## config.mk

```make
export PLATFORM = sky130hd
export DESIGN_NAME = fetch_branch_unit
export DESIGN_NICKNAME = d
export VERILOG_FILES = /design/src/rtl/fetch_branch_unit.sv
export SDC_FILE = /design/constraint.sdc
export NUM_CORES = 1
export LEC_CHECK = 0
export CAP_MARGIN = 25
export CORE_MARGIN = 4
export CORE_UTILIZATION = 60
export DETAILED_ROUTE_END_ITERATION = 7
export DONT_BUFFER_PORTS = 1
export GPL_TIMING_DRIVEN = 0
export PLACE_DENSITY = 0.76
export SYNTH_ARGS = -nofsm -noshare
export SYNTH_HDL_FRONTEND = slang
export SYNTH_SLANG_ARGS = --single-unit
```

## constraint.sdc

```tcl
create_clock -name CLOCK_50 -period 2.7 [get_ports CLOCK_50]
set_input_delay 0.54 -clock CLOCK_50 [delete_from_list [all_inputs] [get_ports CLOCK_50]]
set_output_delay 0.54 -clock CLOCK_50 [all_outputs]
set_load 0.01 [all_outputs]
```

## src/rtl/fetch_branch_unit.sv

```systemverilog
// fetch_branch_unit
//   Instruction fetch and PC sequencing for a simple multi-cycle CPU.
//   The FSM moves IDLE -> FETCH -> EXEC -> FETCH ... until HALT. FETCH holds a
//   request to memory. EXEC waits for the execute FSM to report completion and
//   then applies halt, register branch, conditional PC-relative branch and link.
//
// Ports
//   CLOCK_50, rst_n          clock (rising edge), asynchronous active-low reset
//   start                    level; leaves IDLE
//   mem_req/mem_addr         fetch request and address (address is the PC)
//   mem_rdy/mem_rdata        memory acknowledge and instruction word
//   exec_done                completion pulse; qualifies halt/br_en/br_reg/link_en
//   cond, status, sximm8     branch condition, Z/N/V flags, sign-extended offset
//   reg_target               register branch target
//   ir, ir_valid             instruction register and its one-cycle load strobe
//   link_pc                  saved return address
//   running, halted          FETCH/EXEC indicator, HALT indicator
//   dbg_state                current FSM state, for observation only
//
// Handshake: mem_req is high for the whole time the FSM sits in FETCH and
// mem_addr is held constant while it is high. The transfer completes on the
// rising edge where mem_req and mem_rdy are both 1; mem_rdy while mem_req is 0
// has no effect. Any number of wait states is allowed.
module fetch_branch_unit #(
  parameter int PC_W     = 8,
  parameter int DATA_W   = 16,
  parameter int RESET_PC = 0
) (
  input  logic              CLOCK_50,
  input  logic              rst_n,
  input  logic              start,
  input  logic              mem_rdy,
  input  logic [DATA_W-1:0] mem_rdata,
  input  logic              exec_done,
  input  logic              halt,
  input  logic              br_en,
  input  logic              br_reg,
  input  logic              link_en,
  input  logic [2:0]        cond,
  input  logic [2:0]        status,
  input  logic [PC_W-1:0]   sximm8,
  input  logic [PC_W-1:0]   reg_target,
  output logic              mem_req,
  output logic [PC_W-1:0]   mem_addr,
  output logic [DATA_W-1:0] ir,
  output logic              ir_valid,
  output logic [PC_W-1:0]   link_pc,
  output logic              running,
  output logic              halted,
  output logic [1:0]        dbg_state
);

  typedef enum logic [1:0] {
    S_IDLE  = 2'd0,
    S_FETCH = 2'd1,
    S_EXEC  = 2'd2,
    S_HALT  = 2'd3
  } state_t;

  localparam logic [PC_W-1:0] RESET_PC_V = PC_W'(RESET_PC);

  state_t          state;
  state_t          state_nxt;
  logic [PC_W-1:0] pc;
  logic            cond_true;
  logic            fetch_ack;
  logic            exec_fire;

  // Condition decode from the Z/N/V flags; codes 101-111 are never taken.
  always_comb begin
    cond_true = 1'b0;
    case (cond)
      3'b000:  cond_true = 1'b1;
      3'b001:  cond_true = status[0];
      3'b010:  cond_true = ~status[0];
      3'b011:  cond_true = status[1] ^ status[2];
      3'b100:  cond_true = (status[1] ^ status[2]) | status[0];
      default: cond_true = 1'b0;
    endcase
  end

  assign fetch_ack = (state == S_FETCH) && mem_rdy;
  assign exec_fire = (state == S_EXEC) && exec_done;

  // State register
  always_ff @(posedge CLOCK_50 or negedge rst_n) begin
    if (!rst_n) state <= S_IDLE;
    else        state <= state_nxt;
  end

  // Next-state logic; HALT is left only through reset.
  always_comb begin
    state_nxt = state;
    case (state)
      S_IDLE:  if (start)     state_nxt = S_FETCH;
      S_FETCH: if (mem_rdy)   state_nxt = S_EXEC;
      S_EXEC:  if (exec_done) state_nxt = halt ? S_HALT : S_FETCH;
      S_HALT:  state_nxt = S_HALT;
      default: state_nxt = S_IDLE;
    endcase
  end

  // Outputs decoded from the state register only, so reset clears them
  // immediately without waiting for a clock edge.
  always_comb begin
    mem_req   = 1'b0;
    running   = 1'b0;
    halted    = 1'b0;
    dbg_state = state;
    case (state)
      S_FETCH: begin
        mem_req = 1'b1;
        running = 1'b1;
      end
      S_EXEC:  running = 1'b1;
      S_HALT:  halted  = 1'b1;
      default: ;
    endcase
  end

  assign mem_addr = pc;

  // Datapath. The PC is incremented when the fetch completes, so during EXEC
  // it already holds the return address and is the base for relative branches.
  always_ff @(posedge CLOCK_50 or negedge rst_n) begin
    if (!rst_n) begin
      pc       <= RESET_PC_V;
      ir       <= '0;
      ir_valid <= 1'b0;
      link_pc  <= '0;
    end else begin
      ir_valid <= fetch_ack;
      if (fetch_ack) begin
        ir <= mem_rdata;
        pc <= pc + PC_W'(1);
      end
      if (exec_fire && !halt) begin
        if (link_en) link_pc <= pc;
        if (br_reg)                pc <= reg_target;
        else if (br_en && cond_true) pc <= pc + sximm8;
      end
    end
  end

endmodule

```

==> run metrics <==
Max VDD drop 635 uV; Syn Nets 243; vias in the first global route 1636; drt drc 0; first-pass GRT wire length 7.66 mm; Die Ht 66.1 microns; Cell Pwr Density 1040 nW/um^2; Finished Core Util 69.2%; dpl hpwl 3.58 mm; Fin. Hold Viols 0; top-count cell post-synth dfrtp_1; WP buf/inv 1; Logic pwr share 36.5%; Post-CTS Setup Inserts 0; FF-to-FF Start dbg_state[1]; Arr. time, crit path 2.62 ns; largest net degree at the start of global routing 36; Final period util 88.0%; Ant. Diodes 0; clk_lat worst skew 0.33 ns; Total GRT Usage 22.9%; Max Cap Viol 0; RSZ-0062 raised after global routing no; CTS Root Cell clkbuf_4; synth cell count leaders dfrtp_1, mux2_2, ha_1; WL per Instance 19.9 microns; I/O pins 85; clk sinks 35; crit path cell chain inv_1 > ha_1 > nand2_2 > nor4_1 > xor2_1 > o22ai_1 > a21oi_1; clock network power share 16.5%; FP Rows 20; sequential fraction of the synthesis area 43.2%; outcome finished clean; Internal 1.35 mW; area leader, netlist dfrtp_1; Crit path max-delay family simple AND/OR/NAND/NOR gates; Vias/cell 6.26; highest clock rate 421 MHz; CTS Buf Count 5; CP required 2.95 ns; Core Region 3150 sq um; Synth top area share 43.2%; initial antenna violation count 0; GR Overflow Total 0; nets 251; WL final 4.69 mm; Layout area overhead 7.72%; Most used DFF post-synth dfrtp_1; Reg clk slew, reported paths 0.12 ns; H-tree levels 2; Setup TNS 0 ns; Seq pwr share 47.0%; reg2reg end mem_addr[7]; Ys Warns 0; first-pass iteration count of the detailed router 4; hold crit path type in2async; Bufs on Longest Clock Path 2; Crit path largest cell delay 0.52 ns; top post-synthesis cells by area dfrtp_1, mux2_2, ha_1; Yosys cell types 45; crit path kind reg2reg; Seq cells post-synth 35; Worst slew margin 64.9%; Switch Pwr 0.920 mW; DR vias 1472; slack of the worst reg-to-reg path 0.32 ns; switching part of the total 40.5%; Worst setup EP type flip-flop; CTS tree done; Post-synth ARST share 100%; share of cells above drive strength 1 22.0%; Final ANT Viol Nets 0; Final Max Tran Viols 0; starting density of the core 64.3%; Tightest Pin Transition 0.522 ns; overall die width 66.1 microns; I/O Buffers 0; Reg2Reg Depth 7; slowest CP cell nor4_1; Syn Inst Count 182; Clock Skews 0.00856 ns; 1st-iter DRT viols 71; Die ar. 4370 sq um; final setup fails 0; Syn Area/Cell 11.1 sq um; number of synthesized flops with an enable pin 0; crit path max fanout 5; Startpoint Class flip-flop; GPL Wtd Cong 0.858; Leak 0.997 nW; fin crit period 2.38 ns; synthesized cell area 2030 sq um
## cells by family after synthesis
logic type / Yosys count / synth area share (%)
AO/OA/AOI/OAI: 40 / 13.8
AND/OR/NAND/NOR: 40 / 11.9
flip-flops: 35 / 43.2
multiplexers: 23 / 12.7
buffers and inverters: 16 / 3.09
XOR/XNOR: 14 / 6.42
adder cells (fa/ha/maj): 14 / 9.01
## power by group through the flow
stage / logic (mW) / clock network (mW) / registers (mW)
CTS: 0.832 / 0.383 / 1.07
global placement: 0.762 / 0 / 1.07
floorplan: 0.684 / 0 / 1.01
finish: 0.830 / 0.374 / 1.07
detailed placement: 0.809 / 0 / 1.09
global route: 0.925 / 0.415 / 1.10
## state kept, by name (all words and copies together) (netlist names)
name,count
dbg_state,2
link_pc,8
ir_valid,1
mem_addr,8
ir,16
## area by class of cell
cell class	instances	area [sq um]
clock inverters	3	43.8
clock buffers	5	37.5
plain buffers	4	17.5
multi-input cells	131	1090
well taps	44	55.1
fillers	248	970
flip-flops and latches	35	876
inverters	12	45.0
repair buffers	1	20.0
## per-layer routing
layer | wire [microns] | up-vias | track usage, %
li1 | - | 684 | -
met1 | 1770 | 708 | 26.2
met2 | 2410 | 76 | 39.8
met3 | 470 | 4 | 9.69
met4 | 36 | 0 | 4.57
met5 | 0 | - | 0
## timing repair
action                    CTS  global route
hold buffers                1             0
hold endpoints to repair   35             0
resized for setup           0             0
## through the flow
step	instance area [sq um]	hold slack (ns)	power [mW]	cells	setup WS, ns
after global routing	2180	0.00375	2.44	235	0.238
after floorplan	2030	0.244	1.70	182	0.747
after detailed placement	2080	0.245	1.90	226	0.555
after global placement	2080	0.245	1.83	226	0.591
final	2180	0.0279	2.27	235	0.325
after CTS	2180	0.0253	2.29	235	0.468
## how the worst max path moves through the flow
| stage | cells past startpoint | from | endpoint |
|---|---|---|---|
| 2_1_floorplan | 9 | sximm8[0] | mem_addr[6] |
| 3_3_place_gp | 9 | mem_addr[0] | mem_addr[6] |
| 3_5_place_dp | 9 | mem_addr[0] | mem_addr[6] |
| 4_1_cts | 7 | dbg_state[1] | mem_addr[7] |
| 5_1_grt | 7 | dbg_state[1] | mem_addr[7] |
| 6_report | 7 | dbg_state[1] | mem_addr[7] |
## placed cells by master, fill, tap and decap left out, types with 4 or more instances in the layout
master	instances
nor3_1	5
a21oi_1	9
o21ai_0	5
xnor2_1	7
mux2_2	21
dfrtp_1	35
clkbuf_4	5
o22ai_1	8
xor2_1	6
nand2_1	9
nand3_1	4
ha_1	13
inv_1	11
nor2_1	6
(Power assumes the default switching activity.)
